### src/rtl/pipe_pkg.sv
// Shared types and constants for the handshaked pipeline stage register.
package pipe_pkg;

  // FULL is the single occupied state of the non-skid build.
  typedef enum logic [1:0] {
    EMPTY = 2'd0,
    ONE   = 2'd1,
    TWO   = 2'd2
  } stage_state_e;

  localparam stage_state_e FULL = ONE;

  localparam int unsigned DEF_CTRL_W = 10;
  localparam int unsigned DEF_DATA_W = 175;

  // ID/EX control bundle field offsets.
  localparam int unsigned CTRL_REGWRITE     = 0;
  localparam int unsigned CTRL_MEMWRITE     = 1;
  localparam int unsigned CTRL_ALUSRC       = 2;
  localparam int unsigned CTRL_BRANCH       = 3;
  localparam int unsigned CTRL_JUMP         = 4;
  localparam int unsigned CTRL_RESULTSRC_LO = 5;
  localparam int unsigned CTRL_RESULTSRC_W  = 2;
  localparam int unsigned CTRL_ALUCTRL_LO   = 7;
  localparam int unsigned CTRL_ALUCTRL_W    = 3;

endpackage

### src/rtl/sat_counter.sv
// Saturating up-counter with synchronous active-high clear; sticks at all-ones.
module sat_counter #(
  parameter int unsigned W = 16
) (
  input  logic         clk,
  input  logic         rst,
  input  logic         inc,
  output logic [W-1:0] count
);

  logic [W-1:0] r_count;

  always_ff @(posedge clk) begin
    if (rst) begin
      r_count <= '0;
    end else if (inc && (r_count != {W{1'b1}})) begin
      r_count <= r_count + 1'b1;
    end
  end

  assign count = r_count;

endmodule

### src/rtl/pipe_stage_reg.sv
// Handshaked pipeline stage register with flush-to-bubble and stall counter.
// Define PIPE_STAGE_SKID_EN for the two-entry skid buffer with registered in_ready.
module pipe_stage_reg
  import pipe_pkg::*;
#(
  parameter int unsigned CTRL_W              = DEF_CTRL_W,
  parameter int unsigned DATA_W              = DEF_DATA_W,
  parameter bit          CLEAR_DATA_ON_FLUSH = 1'b1,
  parameter int unsigned CNT_W               = 16
) (
  input  logic              clk,
  input  logic              rst,
  input  logic              flush,
  input  logic              in_valid,
  output logic              in_ready,
  input  logic [CTRL_W-1:0] in_ctrl,
  input  logic [DATA_W-1:0] in_data,
  output logic              out_valid,
  input  logic              out_ready,
  output logic [CTRL_W-1:0] out_ctrl,
  output logic [DATA_W-1:0] out_data,
  output logic [CNT_W-1:0]  stall_cnt
);

  stage_state_e      r_state;
  stage_state_e      w_state_d;
  logic [CTRL_W-1:0] r_main_ctrl;
  logic [DATA_W-1:0] r_main_data;
  logic              w_in_ready;
  logic              w_out_valid;
  logic              w_in_fire;
  logic              w_out_fire;
  logic              w_load_main;

  assign w_out_valid = (r_state != EMPTY);
  assign w_in_fire   = in_valid & w_in_ready;
  assign w_out_fire  = w_out_valid & out_ready;

`ifdef PIPE_STAGE_SKID_EN
  logic [CTRL_W-1:0] r_skid_ctrl;
  logic [DATA_W-1:0] r_skid_data;
  logic              w_load_skid;
  logic              w_skid_to_main;

  // Registered-state decode only: no combinational path from out_ready.
  assign w_in_ready = (r_state != TWO);

  always_comb begin
    w_state_d      = r_state;
    w_load_main    = 1'b0;
    w_load_skid    = 1'b0;
    w_skid_to_main = 1'b0;
    unique case (r_state)
      EMPTY: begin
        if (w_in_fire) begin
          w_state_d   = ONE;
          w_load_main = 1'b1;
        end
      end
      ONE: begin
        if (w_in_fire && w_out_fire) begin
          w_load_main = 1'b1;
        end else if (w_in_fire) begin
          w_state_d   = TWO;
          w_load_skid = 1'b1;
        end else if (w_out_fire) begin
          w_state_d = EMPTY;
        end
      end
      TWO: begin
        if (w_out_fire) begin
          w_state_d      = ONE;
          w_skid_to_main = 1'b1;
        end
      end
      default: w_state_d = EMPTY;
    endcase
  end

  always_ff @(posedge clk) begin
    if (rst) begin
      r_skid_ctrl <= '0;
      r_skid_data <= '0;
    end else if (flush) begin
      r_skid_ctrl <= '0;
      if (CLEAR_DATA_ON_FLUSH) begin
        r_skid_data <= '0;
      end
    end else if (w_load_skid) begin
      r_skid_ctrl <= in_ctrl;
      r_skid_data <= in_data;
    end
  end
`else
  assign w_in_ready = ~w_out_valid | out_ready;

  always_comb begin
    w_state_d   = r_state;
    w_load_main = 1'b0;
    if (w_in_fire) begin
      w_state_d   = FULL;
      w_load_main = 1'b1;
    end else if (w_out_fire) begin
      w_state_d = EMPTY;
    end
  end
`endif

  always_ff @(posedge clk) begin
    if (rst) begin
      r_state     <= EMPTY;
      r_main_ctrl <= '0;
      r_main_data <= '0;
    end else if (flush) begin
      r_state     <= EMPTY;
      r_main_ctrl <= '0;
      if (CLEAR_DATA_ON_FLUSH) begin
        r_main_data <= '0;
      end
    end else begin
      r_state <= w_state_d;
      if (w_load_main) begin
        r_main_ctrl <= in_ctrl;
        r_main_data <= in_data;
      end
`ifdef PIPE_STAGE_SKID_EN
      else if (w_skid_to_main) begin
        r_main_ctrl <= r_skid_ctrl;
        r_main_data <= r_skid_data;
      end
`endif
    end
  end

  sat_counter #(
    .W (CNT_W)
  ) u_stall_cnt (
    .clk   (clk),
    .rst   (rst),
    .inc   (in_valid & ~w_in_ready),
    .count (stall_cnt)
  );

  assign in_ready  = w_in_ready;
  assign out_valid = w_out_valid;
  assign out_ctrl  = w_out_valid ? r_main_ctrl : '0;
  assign out_data  = r_main_data;

endmodule

### config.mk
export PLATFORM = sky130hd
export DESIGN_NAME = pipe_stage_reg
export DESIGN_NICKNAME = d
export VERILOG_FILES = /design/src/rtl/pipe_pkg.sv /design/src/rtl/sat_counter.sv /design/src/rtl/pipe_stage_reg.sv
export SDC_FILE = /design/constraint.sdc
export NUM_CORES = 1
export LEC_CHECK = 0
export BUFFER_PORTS_ARGS = -buffer_cell sky130_fd_sc_hd__buf_4
export CORE_MARGIN = 1
export CORE_UTILIZATION = 32
export DETAILED_ROUTE_END_ITERATION = 7
export GPL_TIMING_DRIVEN = 0
export PLACE_DENSITY_LB_ADDON = 0.05
export SLEW_MARGIN = 15
export SYNTH_ARGS = -nofsm -noshare
export SYNTH_HDL_FRONTEND = slang
export SYNTH_SLANG_ARGS = --single-unit
export TNS_END_PERCENT = 5
### constraint.sdc
create_clock -name clk -period 2.9 [get_ports clk]
set_clock_uncertainty 0.15 [all_clocks]
set_input_delay 0.29 -clock clk [delete_from_list [all_inputs] [get_ports clk]]
set_output_delay 0.29 -clock clk [all_outputs]
set_load 0.02 [all_outputs]
# Yosys cells after proc, flatten, opt, wreduce, memory -nomap -nowiden
# Index checks and enable logic that the tools add are counted.
# classes
n_addsub	1
eq_ne	1
muxes	4
bitwise_logic	6
reduce_logical	3
# op_table
operator	n
$add 16x1->16 const B	1
$ne 16x16->1 const B	1
$mux 10	1
$and 1x1->1	3
$mux 1	3
$not 1->1	2
$reduce_bool 2->1	1
$reduce_or 2->1	1
$logic_and 1x1->1	1
$or 1x1->1	1
# totals
ff_bits	202

# Depth between registers and ports, before layout
# depth
ltp_word	5
mapped_depth	8
ltp_nobuf	5

# Hierarchy
# A second synthesis with hierarchy kept.
# unflattened
hier_cells	960
area_unflattened_um2	8064.0
# by_module_without_submodules
mod	n_inst	cells_each	area_each_um2
pipe_stage_reg	1	861	7215.7
sat_counter	1	99	848.3

# Least setup slack after synthesis
# No wires, ideal clock.
# synth_path
path_kind	reg-to-reg
startpoint	register u_stall_cnt.r_count[0] (netlist: u_stall_cnt.count[0])
endpoint	register u_stall_cnt.r_count[1] (netlist: u_stall_cnt.count[1])
arrival_ns	1.686
required_ns	2.622
path_slack_ns	0.936
stages_incl_launch_ff	6
path_buffers	0
synth_period_minus_slack_ns	1.964
path_cell_list	dfxtp_1 > ha_1 > nand4_4 > o41ai_4 > mux2i_1 > nor2_1
# synth_between
elab_chain_len	2
word_cells_on_any_way	3
# synth_rtl
item	line_no	source
start, declared	sat_counter.sv:11	logic [W-1:0] r_count;
start signal, assigned	sat_counter.sv:17	r_count <= r_count + 1'b1;
parallel branches: the longest is 2 deep, another holds $add 16x1->16	n/a	
# Several ways; the timed one is not identified.
# A chain may end at the register's enable or synchronous reset.

# Final worst setup path
# layout_path
startpoint	input rst
endpoint	register r_main_data[104] (netlist: out_data[104])
# layout_between
elab_chain_len	1
# layout_rtl
item	line_no	source
start, declared	pipe_stage_reg.sv:12	input logic rst,
$reduce_or 2->1 (no source line)	n/a	
end signal, assigned	pipe_stage_reg.sv:124	r_main_data <= in_data;
end, declared	pipe_stage_reg.sv:28	logic [DATA_W-1:0] r_main_data;
# Every way passes these cells.

==> summary.md <==
| Metric | Value |
|---|---|
| Most numerous cell on the critical path | `clkbuf_1` |
| Syn Nets | `1106` |
| Crit path buf inv count | `5` |
| Power, Total | `approximately 0.0067 W` |
| Layout cells sized above 1 | `0.300` |
| Pwr Density | `509 mW/mm^2` |
| Req. time, crit path | `3.12 ns` |
| Worst-path fanout max | `10` |
| Die area | `around 0.023 sq mm` |
| RSZ-0062 raised after global routing | `no` |
| Vias after detailed routing | `between 8000 and 9000` |
| Synthesized area | `just over 0.007 sq mm` |
| Setup CP Type | `in -> reg` |
| First-pass GRT wire length | `about 42000 microns` |
| Postcts setup bufs | `0` |
| Worst setup path end | `out_data[104]` |
| Fmax achieved | `roughly 400 MHz` |
| Data arrival, critical path | `between 2 and 3 ns` |
| Root buffer cell | `clkbuf_16` |
| Fin nets | `roughly 1700` |
| CTS tree | `yes` |
| Height of the die | `roughly 150 microns` |
| Synth warn | `0` |
| PostCTS Resize Cnt | `0` |
| Routed WL per cell | `between 15 and 20 microns` |
| Commonest non-fill, non-tap cell in the layout | `buf_4` |
| Reg2Reg Capture Point | `out_data[37]` |
| Area after DPL | `between 0.01 and 0.015 sq mm` |
| # hold bufs at CTS | `187` |
| Gr usage total | `0.225` |
| Pre-CTS WS | `0.438 ns` |
| R2R depth | `7` |
| Vias in the first global route | `just over 8000` |
| Sequential share of the synthesized area | `0.556` |
| Finished Cell Area | `roughly 0.013 sq mm` |
| Clock Tree Buf Depth | `3` |
| Global route total overflow | `0` |
| Flop2flop setup slack | `~0.67 ns` |
| Worst hold path class | `in -> reg` |
| Hold Violations, Final | `0` |
| Fin Setup TNS | `0 ns` |
| Post-synth cell types | `40` |
| Number of synthesized flops with an enable pin | `0` |
| Final GP Congestion | `a little under 0.8` |
| Combinational fraction of design power | `0.144` |
| Rows | `54` |
| Worst-margin pin slew | `about 0.73 ns` |
| Final Slew Violations | `0` |
| Sw Ratio | `0.248` |
| Min cycle time layout | `between 2 and 2.5 ns` |
| Critical Path Start Type | `input pin` |
| Clock Sinks | `202` |
| Core region area | `between 0.02 and 0.025 sq mm` |
| Ys flop type | `dfxtp_1` |
| Syn avg cell area | `7.95 sq um` |
| Commonest non-fill, non-tap cells in the layout | `buf_4, nand2_1, dfxtp_1, a21oi_1, dlygate4sd3_1` |
| Final Cycle Share | `0.841` |
| Synthesized flop and latch total | `between 200 and 250` |
| Post-route core utilization | `0.596` |
| Initial antenna violation count | `0` |
| Maximum vdd drop | `411 uV` |
| Failing checks | `design-rule violations` |
| Slew headroom | `0.512` |
| Worst path cell trace | `dlygate4sd3_1 -> buf_2 -> or2_2 -> clkbuf_1 -> clkbuf_1 -> clkbuf_1 -> a21oi_1` |
| Cell family with most CP delay | `buffers and inverters` |
| Syn Inst Count | `915` |
| Initial Util | `0.329` |
| Register share of total power | `0.432` |
| Clock power share | `0.424` |
| Setup WS post-layout | `~0.46 ns` |
| H-tree depth | `1` |
| Crit path launch | `rst` |
| P_sw | `about 0.0017 W` |
| Worst setup EP type | `flop` |
| Setup violators final | `0` |
| Post-route ant nets | `0` |
| Critical path depth | `7` |
| Final HPWL DP | `just under 20000 microns` |
| Leakage | `5.83 nW` |
| Max-cap violations | `0` |
| Clock-pin slew on the worst setup and hold paths | `0.06 ns` |
| Cts bufs inserted | `23` |
| Final WL | `around 27000 microns` |
| Area growth from synthesis to layout | `81.0%` |
| CP max-delay cell | `clkbuf_1` |
| Inserted Diodes | `0` |
| Largest net degree at the start of global routing | `13` |
| DR vias/cell | `about 4.6` |
| DRC | `27` |
| Status | `complete, but fails checks` |
| Max stage delay on crit path | `just over 0.6 ns` |
| Die width | `~150 microns` |
| Port Buffers | `between 300 and 400` |
| Internal Power | `0.00504 W` |
| Async S/R FF share, synth | `0` |
| DRT Pass-1 Iters | `8` |
| I/O pins | `a little under 400` |
| Clock Latency Late Sink | `about 0.50 ns` |
| First DRT Iteration DRCs | `430` |
| Worst r2r src | `r_state[0]` |
cells by family after synthesis:
kind of cell    synth area share
compound gates             0.150
xor+xnor                 0.00241
fa+ha+maj                0.00172
buf+inv                   0.0394
flops                      0.556
mux                      0.00430
simple gates               0.246
final cells by class:
class | instances | area (sq um)
Fill cell | 2067 | 8920
Buffer | 65 | 272
Timing Repair Buffer | 578 | 4810
Sequential cell | 202 | 4040
Multi-Input combinational cell | 644 | 2950
Tap cell | 280 | 350
Clock buffer | 34 | 667
Clock inverter | 8 | 68.8
Inverter | 4 | 15.0
stage by stage:
step	cells	hold slack (ns)
final	1815	0.146
after CTS	1815	0.114
after detailed placement	1586	0.292
after global routing	1815	0.169
after global placement	1586	0.290
after floorplan	915	0.261
layer usage:
metal | GRT usage | wire length [microns] | vias up
li1 | - | - | 4203
met1 | 0.269 | 11300 | 3759
met2 | 0.390 | 13200 | 273
met3 | 0.0576 | 2010 | 55
met4 | 0.0803 | 932 | 0
met5 | 0 | 0 | -
cell usage after synthesis (3+ instances only):
cell type	count	share of area
a21oi_1	192	0.13
inv_1	4	0.0021
dfxtp_1	202	0.56
buf_2	22	0.015
nor2_1	12	0.0062
nand2_1	374	0.19
buf_1	8	0.0041
and3_1	4	0.0034
or4_1	3	0.0031
or3_1	3	0.0026
and2_1	11	0.0095
nand3_1	4	0.0028
o31ai_1	4	0.0041
clkbuf_1	35	0.018
sequential cells by signal, indices dropped and copies added (netlist names):
signal	count
out_data	175
u_stall_cnt.count	16
r_main_ctrl	10
r_state	1
worst min-delay path by stage:
stage / startpoint / end / slack [ns] / cells after the start
6_report: out_ready / u_stall_cnt.count[12] / 0.15 / 5
5_1_grt: out_ready / u_stall_cnt.count[12] / 0.17 / 5
4_1_cts: out_ready / u_stall_cnt.count[12] / 0.11 / 5
3_5_place_dp: r_main_ctrl[1] / r_main_ctrl[1] / 0.29 / 2
3_3_place_gp: r_main_ctrl[8] / r_main_ctrl[8] / 0.29 / 2
2_1_floorplan: in_valid / r_state[0] / 0.26 / 2
worst min-delay path, stage by stage:
cell and delay [ns]:
buf_4 0.09, nand3b_1 0.15, nor4_2 0.09, nor2_1 0.09, nor3_1 0.05
power groups by stage:
stage | Combinational (W) | Sequential, W | Clock (W)
detailed placement | 0.000758 | 0.00296 | 0
global route | 0.00105 | 0.00291 | 0.00303
CTS | 0.000974 | 0.00290 | 0.00293
global placement | 0.000758 | 0.00296 | 0
finish | 0.000967 | 0.00290 | 0.00284
floorplan | 0.000241 | 0.00305 | 0
Note: power is estimated with default switching activity, not from simulation.
